**src/rtl/flash_test_gen_if.sv**
```systemverilog
// rtl/flash_test_gen_if.sv - operation, write-stream, read-stream and status bundle for flash_test_gen
interface flash_test_gen_if #(
  parameter int ADDR_W = 24,
  parameter int DATA_W = 8,
  parameter int NUM_W  = 9,
  parameter int ERR_W  = 16
);
  logic              i_start;
  logic [1:0]        o_op_type;
  logic [ADDR_W-1:0] o_op_addr;
  logic [NUM_W-1:0]  o_op_num;
  logic              o_op_valid;
  logic              i_op_ready;
  logic [DATA_W-1:0] o_wr_data;
  logic              o_wr_sop;
  logic              o_wr_eop;
  logic              o_wr_valid;
  logic              i_wr_ready;
  logic [DATA_W-1:0] i_rd_data;
  logic              i_rd_sop;
  logic              i_rd_eop;
  logic              i_rd_valid;
  logic              o_busy;
  logic              o_done;
  logic              o_pass;
  logic [ERR_W-1:0]  o_err_cnt;

  modport master (
    input  i_start, i_op_ready, i_wr_ready, i_rd_data, i_rd_sop, i_rd_eop, i_rd_valid,
    output o_op_type, o_op_addr, o_op_num, o_op_valid,
    output o_wr_data, o_wr_sop, o_wr_eop, o_wr_valid,
    output o_busy, o_done, o_pass, o_err_cnt
  );

  modport slave (
    output i_start, i_op_ready, i_wr_ready, i_rd_data, i_rd_sop, i_rd_eop, i_rd_valid,
    input  o_op_type, o_op_addr, o_op_num, o_op_valid,
    input  o_wr_data, o_wr_sop, o_wr_eop, o_wr_valid,
    input  o_busy, o_done, o_pass, o_err_cnt
  );
endinterface

```
**src/rtl/flash_test_gen.sv**
```systemverilog
// rtl/flash_test_gen.sv - erase/write/read-verify pattern generator for a flash controller
module flash_test_gen #(
  parameter int ADDR_W = 24,
  parameter int DATA_W = 8,
  parameter int NUM_W  = 9,
  parameter int BURST  = 256,
  parameter int PASSES = 4,
  parameter int SECTOR = 4096,
  parameter int ERR_W  = 16
) (
  input  logic i_clk,
  input  logic i_rst_n,
  flash_test_gen_if.master bus
);
  localparam int PW = (PASSES > 1) ? $clog2(PASSES) : 1;
  localparam int JW = NUM_W + 1;
  localparam logic [PW-1:0]     LAST_P  = PW'(PASSES - 1);
  localparam logic [NUM_W-1:0]  BURST_N = NUM_W'(BURST);
  localparam logic [NUM_W-1:0]  LAST_K  = NUM_W'(BURST - 1);
  localparam logic [JW-1:0]     BURST_J = JW'(BURST);
  localparam logic [JW-1:0]     LAST_J  = JW'(BURST - 1);
  localparam logic [ADDR_W-1:0] STEP    = ADDR_W'(SECTOR);

  typedef enum logic [2:0] {
    IDLE, ERASE_OP, WRITE_OP, WRITE_DATA, READ_OP, READ_CHECK, FINISH
  } state_t;

  state_t            state, state_next;
  logic [PW-1:0]     p;
  logic [ADDR_W-1:0] base;
  logic [NUM_W-1:0]  k;
  logic [JW-1:0]     j;
  logic              op_valid_q, busy_q, done_q, pass_q;
  logic [ERR_W-1:0]  err_q;

  logic              in_op, op_fire, wr_fire, last_beat, rd_beat;
  logic [JW-1:0]     j_cur;
  logic [DATA_W-1:0] rd_exp;
  logic [1:0]        err_inc;
  logic [ERR_W:0]    err_sum;
  logic [ERR_W-1:0]  err_next;

  always_ff @(posedge i_clk or negedge i_rst_n) begin
    if (!i_rst_n) state <= IDLE;
    else          state <= state_next;
  end

  always_comb begin
    state_next = state;
    in_op      = (state == ERASE_OP) || (state == WRITE_OP) || (state == READ_OP);
    op_fire    = op_valid_q && bus.i_op_ready;
    wr_fire    = (state == WRITE_DATA) && bus.i_wr_ready;
    last_beat  = (k == LAST_K);
    rd_beat    = (state == READ_CHECK) && bus.i_rd_valid;
    j_cur      = bus.i_rd_sop ? '0 : j;
    rd_exp     = DATA_W'(p) + DATA_W'(j_cur);
    // Data and overrun errors share one count; a short/long eop adds a second.
    err_inc    = 2'd0;
    if (rd_beat) begin
      if ((bus.i_rd_data != rd_exp) || (j_cur >= BURST_J)) err_inc = 2'd1;
      if (bus.i_rd_eop && (j_cur != LAST_J))               err_inc = err_inc + 2'd1;
    end
    err_sum  = {1'b0, err_q} + (ERR_W+1)'(err_inc);
    err_next = err_sum[ERR_W] ? '1 : err_sum[ERR_W-1:0];
    case (state)
      IDLE:       if (bus.i_start)         state_next = ERASE_OP;
      ERASE_OP:   if (op_fire)             state_next = WRITE_OP;
      WRITE_OP:   if (op_fire)             state_next = WRITE_DATA;
      WRITE_DATA: if (wr_fire && last_beat) state_next = READ_OP;
      READ_OP:    if (op_fire)             state_next = READ_CHECK;
      READ_CHECK: if (rd_beat && bus.i_rd_eop)
                    state_next = (p == LAST_P) ? FINISH : ERASE_OP;
      FINISH:     state_next = IDLE;
      default:    state_next = IDLE;
    endcase
  end

  always_ff @(posedge i_clk or negedge i_rst_n) begin
    if (!i_rst_n) begin
      op_valid_q <= 1'b0;
      busy_q     <= 1'b0;
      done_q     <= 1'b0;
      pass_q     <= 1'b0;
      err_q      <= '0;
      p          <= '0;
      base       <= '0;
      k          <= '0;
      j          <= '0;
    end else begin
      // The cycle after a handshake always has op_valid low, even between ops.
      op_valid_q <= ((state_next == ERASE_OP) || (state_next == WRITE_OP) ||
                     (state_next == READ_OP)) && !op_fire;
      done_q     <= 1'b0;
      case (state)
        IDLE: if (bus.i_start) begin
          busy_q <= 1'b1;
          pass_q <= 1'b0;
          err_q  <= '0;
          p      <= '0;
          base   <= '0;
          k      <= '0;
          j      <= '0;
        end
        WRITE_DATA: if (wr_fire) k <= last_beat ? '0 : k + 1'b1;
        READ_OP:    j <= '0;
        READ_CHECK: if (rd_beat) begin
          err_q <= err_next;
          j     <= (j_cur == '1) ? j_cur : j_cur + 1'b1;
          if (bus.i_rd_eop) begin
            if (p == LAST_P) begin
              busy_q <= 1'b0;
              done_q <= 1'b1;
              pass_q <= (err_next == '0);
            end else begin
              p    <= p + 1'b1;
              base <= base + STEP;
            end
          end
        end
        default: ;
      endcase
    end
  end

  assign bus.o_op_valid = op_valid_q;
  assign bus.o_op_type  = (state == ERASE_OP) ? 2'b10 : (state == WRITE_OP) ? 2'b01 : 2'b00;
  assign bus.o_op_addr  = in_op ? base : '0;
  assign bus.o_op_num   = ((state == WRITE_OP) || (state == READ_OP)) ? BURST_N : '0;
  assign bus.o_wr_valid = (state == WRITE_DATA);
  assign bus.o_wr_data  = (state == WRITE_DATA) ? DATA_W'(p) + DATA_W'(k) : '0;
  assign bus.o_wr_sop   = (state == WRITE_DATA) && (k == '0);
  assign bus.o_wr_eop   = (state == WRITE_DATA) && last_beat;
  assign bus.o_busy     = busy_q;
  assign bus.o_done     = done_q;
  assign bus.o_pass     = pass_q;
  assign bus.o_err_cnt  = err_q;
endmodule

```
**src/flat_wrapper.sv**
```systemverilog
// flat-port wrapper written by rule: the top's interface ports become plain ports
module flash_test_gen_flat 
#(
  parameter int ADDR_W = 24,
  parameter int DATA_W = 8,
  parameter int NUM_W  = 9,
  parameter int BURST  = 256,
  parameter int PASSES = 4,
  parameter int SECTOR = 4096,
  parameter int ERR_W  = 16
)
  (i_clk, i_rst_n, bus_i_start, bus_i_op_ready, bus_i_wr_ready, bus_i_rd_data, bus_i_rd_sop, bus_i_rd_eop, bus_i_rd_valid, bus_o_op_type, bus_o_op_addr, bus_o_op_num, bus_o_op_valid, bus_o_wr_data, bus_o_wr_sop, bus_o_wr_eop, bus_o_wr_valid, bus_o_busy, bus_o_done, bus_o_pass, bus_o_err_cnt);
  flash_test_gen_if #(.ADDR_W(ADDR_W), .DATA_W(DATA_W), .NUM_W(NUM_W), .ERR_W(ERR_W)) bus_i ();
  input  logic i_clk;
  input  logic i_rst_n;
  input wire logic [$bits(bus_i.i_start)-1:0] bus_i_start;
  input wire logic [$bits(bus_i.i_op_ready)-1:0] bus_i_op_ready;
  input wire logic [$bits(bus_i.i_wr_ready)-1:0] bus_i_wr_ready;
  input wire logic [$bits(bus_i.i_rd_data)-1:0] bus_i_rd_data;
  input wire logic [$bits(bus_i.i_rd_sop)-1:0] bus_i_rd_sop;
  input wire logic [$bits(bus_i.i_rd_eop)-1:0] bus_i_rd_eop;
  input wire logic [$bits(bus_i.i_rd_valid)-1:0] bus_i_rd_valid;
  output wire logic [$bits(bus_i.o_op_type)-1:0] bus_o_op_type;
  output wire logic [$bits(bus_i.o_op_addr)-1:0] bus_o_op_addr;
  output wire logic [$bits(bus_i.o_op_num)-1:0] bus_o_op_num;
  output wire logic [$bits(bus_i.o_op_valid)-1:0] bus_o_op_valid;
  output wire logic [$bits(bus_i.o_wr_data)-1:0] bus_o_wr_data;
  output wire logic [$bits(bus_i.o_wr_sop)-1:0] bus_o_wr_sop;
  output wire logic [$bits(bus_i.o_wr_eop)-1:0] bus_o_wr_eop;
  output wire logic [$bits(bus_i.o_wr_valid)-1:0] bus_o_wr_valid;
  output wire logic [$bits(bus_i.o_busy)-1:0] bus_o_busy;
  output wire logic [$bits(bus_i.o_done)-1:0] bus_o_done;
  output wire logic [$bits(bus_i.o_pass)-1:0] bus_o_pass;
  output wire logic [$bits(bus_i.o_err_cnt)-1:0] bus_o_err_cnt;
  assign bus_i.i_start = bus_i_start;
  assign bus_i.i_op_ready = bus_i_op_ready;
  assign bus_i.i_wr_ready = bus_i_wr_ready;
  assign bus_i.i_rd_data = bus_i_rd_data;
  assign bus_i.i_rd_sop = bus_i_rd_sop;
  assign bus_i.i_rd_eop = bus_i_rd_eop;
  assign bus_i.i_rd_valid = bus_i_rd_valid;
  assign bus_o_op_type = bus_i.o_op_type;
  assign bus_o_op_addr = bus_i.o_op_addr;
  assign bus_o_op_num = bus_i.o_op_num;
  assign bus_o_op_valid = bus_i.o_op_valid;
  assign bus_o_wr_data = bus_i.o_wr_data;
  assign bus_o_wr_sop = bus_i.o_wr_sop;
  assign bus_o_wr_eop = bus_i.o_wr_eop;
  assign bus_o_wr_valid = bus_i.o_wr_valid;
  assign bus_o_busy = bus_i.o_busy;
  assign bus_o_done = bus_i.o_done;
  assign bus_o_pass = bus_i.o_pass;
  assign bus_o_err_cnt = bus_i.o_err_cnt;
  flash_test_gen #(.ADDR_W(ADDR_W), .DATA_W(DATA_W), .NUM_W(NUM_W), .BURST(BURST), .PASSES(PASSES), .SECTOR(SECTOR), .ERR_W(ERR_W)) u_core (.i_clk(i_clk), .i_rst_n(i_rst_n), .bus(bus_i));
endmodule
```
**config.mk**
```make
export PLATFORM = sky130hd
export DESIGN_NAME = flash_test_gen_flat
export DESIGN_NICKNAME = d
export VERILOG_FILES = /design/src/rtl/flash_test_gen_if.sv /design/src/rtl/flash_test_gen.sv /design/src/flat_wrapper.sv
export SDC_FILE = /design/constraint.sdc
export NUM_CORES = 1
export LEC_CHECK = 0
export ABC_AREA = 1
export BUFFER_PORTS_ARGS = -buffer_cell sky130_fd_sc_hd__buf_2
export CAP_MARGIN = 30
export CORE_ASPECT_RATIO = 1.25
export CORE_MARGIN = 3
export CORE_UTILIZATION = 40
export CTS_BUF_LIST = sky130_fd_sc_hd__clkbuf_8 sky130_fd_sc_hd__clkbuf_16
export CTS_CLUSTER_SIZE = 16
export DETAILED_ROUTE_END_ITERATION = 7
export HOLD_SLACK_MARGIN = 0.02
export PLACE_DENSITY = 0.71
export SYNTH_ARGS = -nofsm -noshare
export SYNTH_HDL_FRONTEND = slang
export SYNTH_SLANG_ARGS = --single-unit
export TNS_END_PERCENT = 50
```
**constraint.sdc**
```tcl
create_clock -name i_clk -period 4 [get_ports i_clk]
set_input_delay 0.2 -clock i_clk [delete_from_list [all_inputs] [get_ports i_clk]]
set_output_delay 0.2 -clock i_clk [all_outputs]
set_load 0.02 [all_outputs]
```
==> reports/qor.log, run 1 <==
[sta] Fin Clk Skew 0.00752 ns
[synthesis] top cells by area in the synthesized netlist dfrtp_1 34%, nand2_1 13%, inv_1 8.4%, nor2_1 6.6%, nand3_1 5.4%
[setup_path] maximum fanout count along the critical path 4
[global_route] pin count of the biggest net entering global routing 30
[route] detailed-route vias per instance 5.02
[sta] setup tns final 0 ns
[route] overall routed net length 10.9 mm
[min_path] Worst Hold Launch bus_i_rd_eop
[setup_path] r2r worst-path depth 29
[setup_path] R2R Path End u_core.bus.o_pass
[setup_path] register-to-register setup slack 0.27 ns
[placement] IO Port Bufs 61
[route] final routed DRC violation total 0
[synthesis] number of enable-type register cells in the synthesized netlist 0
[floorplanning] core area 9860 sq um
[power_and_ir_drop] LEAKAGE 2.67 nW
[cells_and_area] growth of design area from synthesis to finish 18.7%
[cells_and_area] share of layout cells above drive strength 1 19.0%
[cells_and_area] fill cell total of the finished layout 995
[min_path] worst hold path cell count 3
[min_path] Hold/Removal Path Class in2reg
[sta] final-report hold violation count 0
[clock_tree] Clock transition at path regs 0.07 ns
[floorplanning] total die area 11,600 sq um
[sta] slew margin rel. 52.0%
[floorplanning] effective utilization at floorplan 42.0%
[setup_path] biggest cell delay along the critical path 0.42 ns
[setup_path] required time of the critical path 4.23 ns
[sta] maximum achievable frequency 0.268 GHz
[min_path] Worst Hold Endpoint u_core.bus.o_done
[sta] number of max-slew violations in the final report 0
[sta] transition at the pin with the smallest max-transition slack 0.721 ns
[setup_path] Worst Path Arrival 3.96 ns
[placement] half-perimeter wire length of the detailed placement result 8.47 mm
[synthesis] number of distinct standard cells referenced by the synthesized netlist 39
[clock_tree] CTS root buf clkbuf_16
[synthesis] most instantiated cells after synthesis 148 x nand2_1, 93 x inv_1, 73 x nor2_1, 56 x dfrtp_1, 45 x nand3_1
[clock_tree] TritonCTS clock tree yes
[synthesis] per-instance average area after synthesis 6.78 sq um
[setup_path] most frequent CP cell nand2_1
[clock_tree] maximum level of the CTS H-tree 2
[synthesis] primary flip-flop cell chosen by synthesis mapping dfrtp_1
[cells_and_area] Inserted Diodes 0
[clock_tree] Bufs on Longest Clock Path 2
[global_route] via count of the first global-routing pass 3,965
[placement] weighted congestion reported at the end of routability-driven placement 0.916
[floorplanning] Die Span X 97.0 um
[setup_path] launch point of the worst path u_core.j[1]
[synthesis] part of the Yosys area used for sequential elements 33.9%
[run] max-cap viol count 0
[global_route] overall overflow remaining after global route 0
[synthesis] largest area contributor in the netlist dfrtp_1
[sta] part of the cycle the worst path needs 93.2%
[outcome] outcome finished clean
[sta] minimum clock period after layout 3.73 ns
[route] starting DRC count in detailed routing 238
[placement] cell area reported after detailed placement 4610 sq um
[synthesis] #FFs+latches synth 56
[route] detailed-route wire length per cell 13.4 um
[cells_and_area] nets 721
[synthesis] FFs w/ async S/R, synth 100%
[synthesis] synthesized cell area 4140 sq um
[setup_path] type of the worst setup path reg2reg
[global_route] initial antenna violation count 0
[clock_tree] worst skew pair latency 0.29 ns
[floorplanning] I/O pin count 82
[route] total iterations of the first detailed-routing run 5
[power_and_ir_drop] Power Dens Cells 353 nW/um^2
[route] Final ANT Viol Nets 0
[setup_path] crit start category flip-flop
[cells_and_area] final instance area 4910 sq um
[clock_tree] total CTS buffers 5
[route] Vias 4,098
[floorplanning] number of rows in the core area 40
[synthesis] fraction of synthesized cell area taken by the top area cell type 33.9%
[cells_and_area] total area of sequential cells 1400 sq um
[global_route] global-route wire length before repair 18.2 mm
[clock_tree] number of clock sinks seen by CTS 56
[global_route] Overall Global Routing Usage 18.6%
[sta] final setup violation count 0
[setup_path] origin of the critical flop-to-flop path u_core.j[1]
[synthesis] Gate Count Post-Synth 610
[cells_and_area] area taken by multi-input logic gates 2320 sq um
[setup_path] endpoint class of the critical path flip-flop
[floorplanning] die height 120 um
[synthesis] count leader, synth nand2_1
[synthesis] Ys Warns 0
[power_and_ir_drop] peak supply drop 0.294 mV
[setup_path] cell type of the slowest stage on the worst timing path fa_2
-- routing by layer --
| layer | global-route usage [%] | part of all wire, % | vias up |
|---|---|---|---|
| li1 | - | - | 2060 |
| met1 | 23.2 | 43 | 1900 |
| met2 | 33.3 | 51 | 123 |
| met3 | 2.67 | 5.0 | 15 |
| met4 | 5.00 | 1.5 | 0 |
| met5 | 0 | 0 | - |
-- layout by cell type (no fill, tap or decap), drive strengths merged, types with 12 or more instances in the layout --
| cell | instances |
|---|---|
| a21oi | 21 |
| buf | 80 |
| conb | 20 |
| dfrtp | 56 |
| ha | 12 |
| inv | 101 |
| nand2 | 154 |
| nand3 | 46 |
| nor2 | 77 |
| nor3 | 23 |
| o21ai | 40 |
| xor2 | 15 |
-- power breakdown --
group          switching [W]  internal, W  total [W]
registers          0.0000413     0.000601   0.000643
logic               0.000394     0.000143   0.000537
clock network       0.000199     0.000356   0.000555
-- what timing repair did --
action / CTS / global route
pin swaps: 0 / 16
endpoints found under the hold margin: 28 / 0
gates resized for setup: 6 / 18
hold buffers: 1 / 0
setup buffers: 0 / 3
endpoints found under the setup margin: 1 / 17
-- stage by stage --
step	instances	total power (W)	hold slack, ns	setup WS (ns)	utilization (%)
final	817	0.00173	0.250	0.271	49.8
after global routing	817	0.00184	0.275	-0.0158	49.8
after CTS	814	0.00175	0.239	0.0203	48.9
after detailed placement	806	0.00119	0.300	-0.0512	46.8
after global placement	806	0.00117	0.281	0.111	46.8
after floorplan	629	0.00104	-0.0956	0.200	-
-- kinds of logic after synthesis --
logic type,count (synthesis),share of synthesized area [%]
flip-flops,56,33.9
adder cells (fa/ha/maj),14,4.60
buffers and inverters,127,13.5
AO/OA/AOI/OAI,78,10.3
XOR/XNOR,20,4.23
other,1,0.0907
AND/OR/NAND/NOR,314,33.4
-- worst max-delay path by stage --
stage	slack (ns)	to	depth (start not counted)
2_1_floorplan	0.20	u_core.bus.o_pass	29
3_3_place_gp	0.11	u_core.bus.o_pass	29
3_5_place_dp	-0.05	u_core.bus.o_pass	28
4_1_cts	0.02	u_core.bus.o_pass	26
5_1_grt	-0.02	u_core.bus.o_pass	30
6_report	0.27	u_core.bus.o_pass	29
-- flip-flops by register name (all words and copies together), names as in the netlist --
name and flops:
u_core.bus.o_err_cnt 16, u_core.bus.o_op_valid 1, u_core.bus.o_pass 1, u_core.state 3
u_core.j 10, u_core.k 9, u_core.bus.o_busy 1, u_core.p 2
u_core.base 12, u_core.bus.o_done 1
-- layout make-up --
class | count | share of cell area [%]
Clock buffer | 5 | 2.55
Tap cell | 126 | 3.21
Clock inverter | 2 | 1.22
Timing Repair Buffer | 81 | 9.40
Sequential cell | 56 | 28.5
Inverter | 101 | 7.72
Multi-Input combinational cell | 446 | 47.3
-- worst max-delay path, delay by kind of cell (launching register included) --
family	cells	cell delay, ns
and+or+nand+nor	17	1.46
xor gates and xnor gates	1	0.15
AOI/OAI and AO/OA	1	0.24
buffers and inverters	6	0.33
adders and majority gates	4	1.09
DFF	1	0.39
No activity file was read; power rests on OpenSTA's default activity.
==> inputs of run 2 (changes only) <==
Settings changed: CTS_BUF_LIST sky130_fd_sc_hd__clkbuf_8 sky130_fd_sc_hd__clkbuf_16 to default, PLACE_DENSITY 0.71 to 0.69.
Clock period 4 ns to 4.27 ns, I/O delays scaled along.
==> reports/qor.log, run 2 (same netlist as run 1, synthesis figures left out) <==
[cells_and_area] commonest non-fill, non-tap cells in the layout 146 x nand2_1, 91 x inv_1, 71 x nor2_1
[cells_and_area] share of layout cells above drive strength 1 16.1% [-2.9 points]
[cells_and_area] final instance area 4730 sq um [-3.6%]
[power_and_ir_drop] peak supply drop 0.263 mV [-11%]
[route] detailed-route wire length per cell 13.2 um [-1.7%]
[route] top layer used by detailed routing met4
[cells_and_area] max reg flops 16 [unchanged]
[min_path] Hold/Removal Path Class in2reg
[sta] final-report hold violation count 0 [unchanged]
[clock_tree] maximum level of the CTS H-tree 2 [unchanged]
[floorplanning] effective utilization at floorplan 42.0% [unchanged]
[clock_tree] Clock transition at path regs 0.07 ns [about the same]
[clock_tree] CTS root buf clkbuf_16
[floorplanning] total die area 11,600 sq um [unchanged]
[floorplanning] number of rows in the core area 40 [unchanged]
[clock_tree] worst skew pair latency 0.30 ns [about the same]
[clock_tree] total CTS buffers 5 [unchanged]
[route] starting DRC count in detailed routing 206 [-13%]
[floorplanning] core area 9860 sq um [unchanged]
[route] final routed DRC violation total 0 [unchanged]
[sta] transition at the pin with the smallest max-transition slack 0.576 ns [-0.145 ns]
[global_route] initial antenna violation count 0 [unchanged]
[global_route] via count of the first global-routing pass 3,956 [-0.23%]
[route] Final ANT Viol Nets 0 [unchanged]
[cells_and_area] Inserted Diodes 0 [unchanged]
[clock_tree] number of clock sinks seen by CTS 56 [unchanged]
[cells_and_area] most common cell after layout, fill and taps aside nand2_1
[clock_tree] TritonCTS clock tree yes
[floorplanning] Die Span X 97.0 um [unchanged]
[setup_path] type of the worst setup path reg2reg
[route] overall routed net length 10.6 mm [-3.2%]
[floorplanning] I/O pin count 82 [unchanged]
[sta] minimum clock period after layout 3.85 ns [+0.118 ns]
[setup_path] Worst Path Arrival 4.09 ns [+0.13 ns]
[sta] setup tns final 0 ns [unchanged]
[power_and_ir_drop] LEAKAGE 2.60 nW [-2.5%]
[run] max-cap viol count 0 [unchanged]
[floorplanning] die height 120 um [unchanged]
[setup_path] required time of the critical path 4.51 ns [+0.28 ns]
[route] Post-Route M1 WL 4.65 mm [-0.30%]
[setup_path] maximum fanout count along the critical path 4 [unchanged]
[route] Vias 4,085 [-0.32%]
[cells_and_area] fill cell total of the finished layout 989 [-0.60%]
[sta] slew margin rel. 61.4% [+9.4 points]
[sta] maximum achievable frequency 0.260 GHz [-3.1%]
[outcome] outcome finished clean
[cells_and_area] final instance count without filler cells 805 [-1.5%]
[placement] weighted congestion reported at the end of routability-driven placement 0.932 [+1.8%]
[placement] half-perimeter wire length of the detailed placement result 8.16 mm [-3.6%]
[route] detailed-route vias per instance 5.07 [+1.2%]
[placement] Placed Cells 796 [-1.2%]
[setup_path] cell type of the slowest stage on the worst timing path fa_2
[setup_path] biggest cell delay along the critical path 0.43 ns [about the same]
[placement] IO Port Bufs 61 [unchanged]
[setup_path] most frequent CP cell nand2_1
[sta] part of the cycle the worst path needs 90.1% [-3.1 points]
[sta] final setup violation count 0 [unchanged]
[route] met3 routed wirelength 498 um [-8.1%]
[route] total iterations of the first detailed-routing run 5 [unchanged]
[cells_and_area] growth of design area from synthesis to finish 14.5%
[sta] Fin Clk Skew 0.00593 ns [-0.00159 ns]
[sta] RSZ-0062 raised after global routing false
[power_and_ir_drop] Power Dens Cells 322 nW/um^2 [-9.0%]
[setup_path] endpoint class of the critical path flip-flop
[global_route] Overall Global Routing Usage 18.3% [-0.30 points]
[route] met2 wirelength from detailed routing 5.21 mm [-6.2%]
[clock_tree] number of post-CTS setup repair buffers 0 [unchanged]
[global_route] pin count of the biggest net entering global routing 41 [+37%]
[global_route] overall overflow remaining after global route 0 [unchanged]
[setup_path] crit start category flip-flop
[sta] number of max-slew violations in the final report 0 [unchanged]
[clock_tree] Bufs on Longest Clock Path 2 [unchanged]
[placement] cell area reported after detailed placement 4540 sq um [-1.6%]
[global_route] global-route wire length before repair 17.7 mm [-2.7%]
[cells_and_area] nets 708 [-1.8%]
run 2: cell types whose count changed in the layout (fill, tap and decap cells not counted), moves of 2 or more:
cell / previous run / this run
ha_1: 9 / 11
nand3_1: 42 / 45
buf_4: 18 / 6
nand3_2: 3 / 1
clkbuf_1: 0 / 2
inv_1: 88 / 91
bufinv_16: 2 / 0
inv_2: 13 / 10
run 2: metrics by stage:
step | total power [W] | util, % | setup WS, ns | hold WS [ns]
final | 0.00152 | 48.0 | 0.423 | 0.254
after global routing | 0.00163 | 48.0 | 0.0271 | 0.260
after CTS | 0.00154 | 47.6 | 0.0734 | 0.240
after detailed placement | 0.00111 | 46.0 | 0.116 | 0.168
after global placement | 0.00110 | 46.0 | 0.223 | 0.163
after floorplan | 0.000977 | - | 0.470 | -0.0821
run 2: timing repair:
action                                  4_1_cts  5_1_grt
endpoints found under the setup margin        0       17
resized for setup                             0       15
hold buffers                                  1        0
endpoints found under the hold margin        16        0
run 2: cell type report:
cell class / count / area [sq um] / share of cell area, %
Sequential cell: 56 / 1400 / 29.6
Inverter: 101 / 379 / 8.01
Clock buffer: 8 / 146 / 3.09
Multi-Input combinational cell: 446 / 2290 / 48.4
Tap cell: 126 / 158 / 3.33
Timing Repair Buffer: 68 / 360 / 7.61
run 2: final timing paths:
kind / from / to / slack (ns) / cells past startpoint
worst max-delay path: u_core.j[1] / u_core.bus.o_pass / 0.42 / 30
worst min-delay path: bus_i_rd_eop / u_core.bus.o_done / 0.25 / 3
worst max register to register: u_core.j[1] / u_core.bus.o_pass / 0.42 / 30
worst min register to register: u_core.j[1] / u_core.j[1] / 0.52 / 2
max in group asynchronous: i_rst_n / u_core.base[16] / 3.01 / 3
min in group asynchronous: i_rst_n / u_core.j[5] / 0.38 / 2
run 2: where the power goes:
part           internal, W  leakage [nW]  total (W)  switching [W]
clock network     0.000235        0.0712   0.000422       0.000187
logic             0.000134          1.75   0.000499       0.000366
registers         0.000563         0.772   0.000601      0.0000379
total             0.000932          2.60    0.00152       0.000590
run 2: critical path, delay by kind of cell, from the launching register on:
family,cells,cell delay [ns]
buf+inv,6,0.43
fa+ha+maj,4,1.18
flops,1,0.39
xor+xnor,1,0.17
simple gates,19,1.63
run 2: routing by layer:
| metal | vias up | GRT usage [%] |
|---|---|---|
| met5 | - | 0 |
| met2 | 122 | 32.4 |
| met3 | 18 | 2.91 |
| met4 | 0 | 6.50 |
| met1 | 1906 | 22.4 |
| li1 | 2039 | - |
==> inputs of run 3 (changes only) <==
Clock period 4.27 ns to 4.7 ns, I/O delays scaled along.
==> reports/qor.log, run 3 (same netlist as run 1, synthesis figures left out) <==
[outcome] outcome finished clean
[sta] Fin Clk Skew 0.00460 ns [-0.00133 ns]
[cells_and_area] share of layout cells above drive strength 1 14.5% [-1.5 points]
[clock_tree] worst skew pair latency 0.29 ns [about the same]
[cells_and_area] max reg flops 16 [unchanged]
[global_route] Overall Global Routing Usage 17.7% [-0.63 points]
[route] detailed-route wire length per cell 13.0 um [-1.2%]
[global_route] pin count of the biggest net entering global routing 57 [+39%]
[sta] final setup violation count 0 [unchanged]
[floorplanning] I/O pin count 82 [unchanged]
[placement] half-perimeter wire length of the detailed placement result 7.93 mm [-2.8%]
[global_route] global-route wire length before repair 17.4 mm [-2.1%]
[setup_path] cell type of the slowest stage on the worst timing path fa_1
[floorplanning] Die Span X 97.0 um [unchanged]
[setup_path] required time of the critical path 4.89 ns [+0.38 ns]
[clock_tree] TritonCTS clock tree yes
[route] overall routed net length 10.4 mm [-1.8%]
[sta] setup tns final 0 ns [unchanged]
[global_route] via count of the first global-routing pass 3,854 [-2.6%]
[sta] final worst hold slack 0.0806 ns [-0.174 ns]
[route] Final ANT Viol Nets 0 [unchanged]
[cells_and_area] nets 703 [-0.71%]
[sta] slew margin rel. 51.4% [-9.9 points]
[floorplanning] die height 120 um [unchanged]
[route] total iterations of the first detailed-routing run 5 [unchanged]
[sta] number of max-slew violations in the final report 0 [unchanged]
[placement] IO Port Bufs 61 [unchanged]
[clock_tree] Clock transition at path regs 0.07 ns [about the same]
[cells_and_area] growth of design area from synthesis to finish 13.1%
[clock_tree] total CTS buffers 5 [unchanged]
[sta] maximum achievable frequency 0.234 GHz [-9.8%]
[clock_tree] CTS root buf clkbuf_16
[cells_and_area] final instance area 4680 sq um [-1.2%]
[route] final routed DRC violation total 0 [unchanged]
[power_and_ir_drop] Power Dens Cells 304 nW/um^2 [-5.4%]
[sta] RSZ-0062 raised after global routing false
[power_and_ir_drop] peak supply drop 0.229 mV [-13%]
[floorplanning] total die area 11,600 sq um [unchanged]
[route] detailed-route vias per instance 5.03 [-0.80%]
[floorplanning] core area 9860 sq um [unchanged]
[run] max-cap viol count 0 [unchanged]
[setup_path] r2r worst-path depth 29 [-3.3%]
[clock_tree] number of clock sinks seen by CTS 56 [unchanged]
[power_and_ir_drop] total power after layout 0.00142 W [-6.5%]
[route] Vias 4,027 [-1.4%]
[setup_path] most frequent CP cell nand2_1
[setup_path] register-to-register setup slack 0.43 ns [about the same]
[setup_path] biggest cell delay along the critical path 0.42 ns [about the same]
[global_route] overall overflow remaining after global route 0 [unchanged]
[cells_and_area] core occupancy in the finished layout 47.4% [-0.57 points]
[setup_path] endpoint class of the critical path flip-flop
[setup_path] origin of the critical flop-to-flop path u_core.j[1]
[cells_and_area] most common cell after layout, fill and taps aside nand2_1
[global_route] initial antenna violation count 0 [unchanged]
[placement] cell area reported after detailed placement 4510 sq um [-0.66%]
[setup_path] type of the worst setup path reg2reg
[sta] transition at the pin with the smallest max-transition slack 0.729 ns [+0.153 ns]
[floorplanning] effective utilization at floorplan 42.0% [unchanged]
[power_and_ir_drop] LEAKAGE 2.57 nW [-1.2%]
[sta] part of the cycle the worst path needs 90.8% [+0.67 points]
[placement] weighted congestion reported at the end of routability-driven placement 0.909 [-2.5%]
[route] starting DRC count in detailed routing 252 [+22%]
[sta] minimum clock period after layout 4.27 ns [+0.419 ns]
[floorplanning] number of rows in the core area 40 [unchanged]
[sta] final-report hold violation count 0 [unchanged]
[min_path] Hold/Removal Path Class in2async
[clock_tree] Bufs on Longest Clock Path 2 [unchanged]
[clock_tree] maximum level of the CTS H-tree 2 [unchanged]
[cells_and_area] commonest non-fill, non-tap cells in the layout 148 x nand2_1, 93 x inv_1, 72 x nor2_1
[cells_and_area] Inserted Diodes 0 [unchanged]
[setup_path] R2R Path End u_core.bus.o_pass
[setup_path] maximum fanout count along the critical path 10 [+6]
[setup_path] Worst Path Arrival 4.45 ns [+0.36 ns]
[setup_path] crit start category flip-flop
==> run 3: cell count changes in the layout (fill, tap and decap cells not counted), sizes merged <==
cell         delta
buf             -4
dlygate4sd3     -1
bufinv          +1
clkinv          +1
clkbuf          -3
clkinvlp        +1
==> run 3: repair_timing <==
action,CTS,global route
hold buffers,0,0
resized for setup,0,1
endpoints found under the setup margin,0,1
buffers inserted,0,0
==> run 3: routing by layer <==
metal / GRT usage [%] / vias up / wire (um)
li1: - / 2027 / -
met1: 21.5 / 1872 / 4510
met2: 32.0 / 112 / 5200
met3: 2.62 / 16 / 507
met4: 5.27 / 0 / 183
met5: 0 / - / 0
==> run 3: metrics by stage <==
step | setup slack, ns | std cells
global route | 0.00396 | 800
detailed placement | 0.404 | 792
floorplan | 0.900 | 629
CTS | 0.400 | 800
global placement | 0.536 | 792
finish | 0.434 | 800
==> run 3: worst max-delay path, delay by kind of cell, from the launching register on <==
family        cells  cell delay [ns]
fa+ha+maj         4             1.16
buf+inv           5             0.29
simple gates     19             2.19
xor+xnor          1             0.16
flops             1             0.34
==> run 3: how the worst max path moves through the flow <==
stage / start / endpoint / slack (ns)
3_3_place_gp: bus_i_rd_sop / u_core.bus.o_pass / 0.54
3_5_place_dp: bus_i_rd_sop / u_core.bus.o_pass / 0.40
4_1_cts: u_core.j[1] / u_core.bus.o_pass / 0.40
5_1_grt: u_core.j[1] / u_core.bus.o_pass / 0.004
6_report: u_core.j[1] / u_core.bus.o_pass / 0.43
2_1_floorplan: u_core.j[1] / u_core.bus.o_pass / 0.90
==> run 3: report_power, final <==
part / internal (W) / switching (W)
registers: 0.000512 / 0.0000338
logic: 0.000121 / 0.000330
clock network: 0.000251 / 0.000177
total: 0.000883 / 0.000541
==> run 3: area by class of cell <==
type	count	area [sq um]
clock inverters	3	42.5
multi-input cells	446	2250
clock buffers	5	125
well taps	126	158
flip-flops and latches	56	1400
inverters	101	379
repair buffers	63	320
fillers	1015	5180
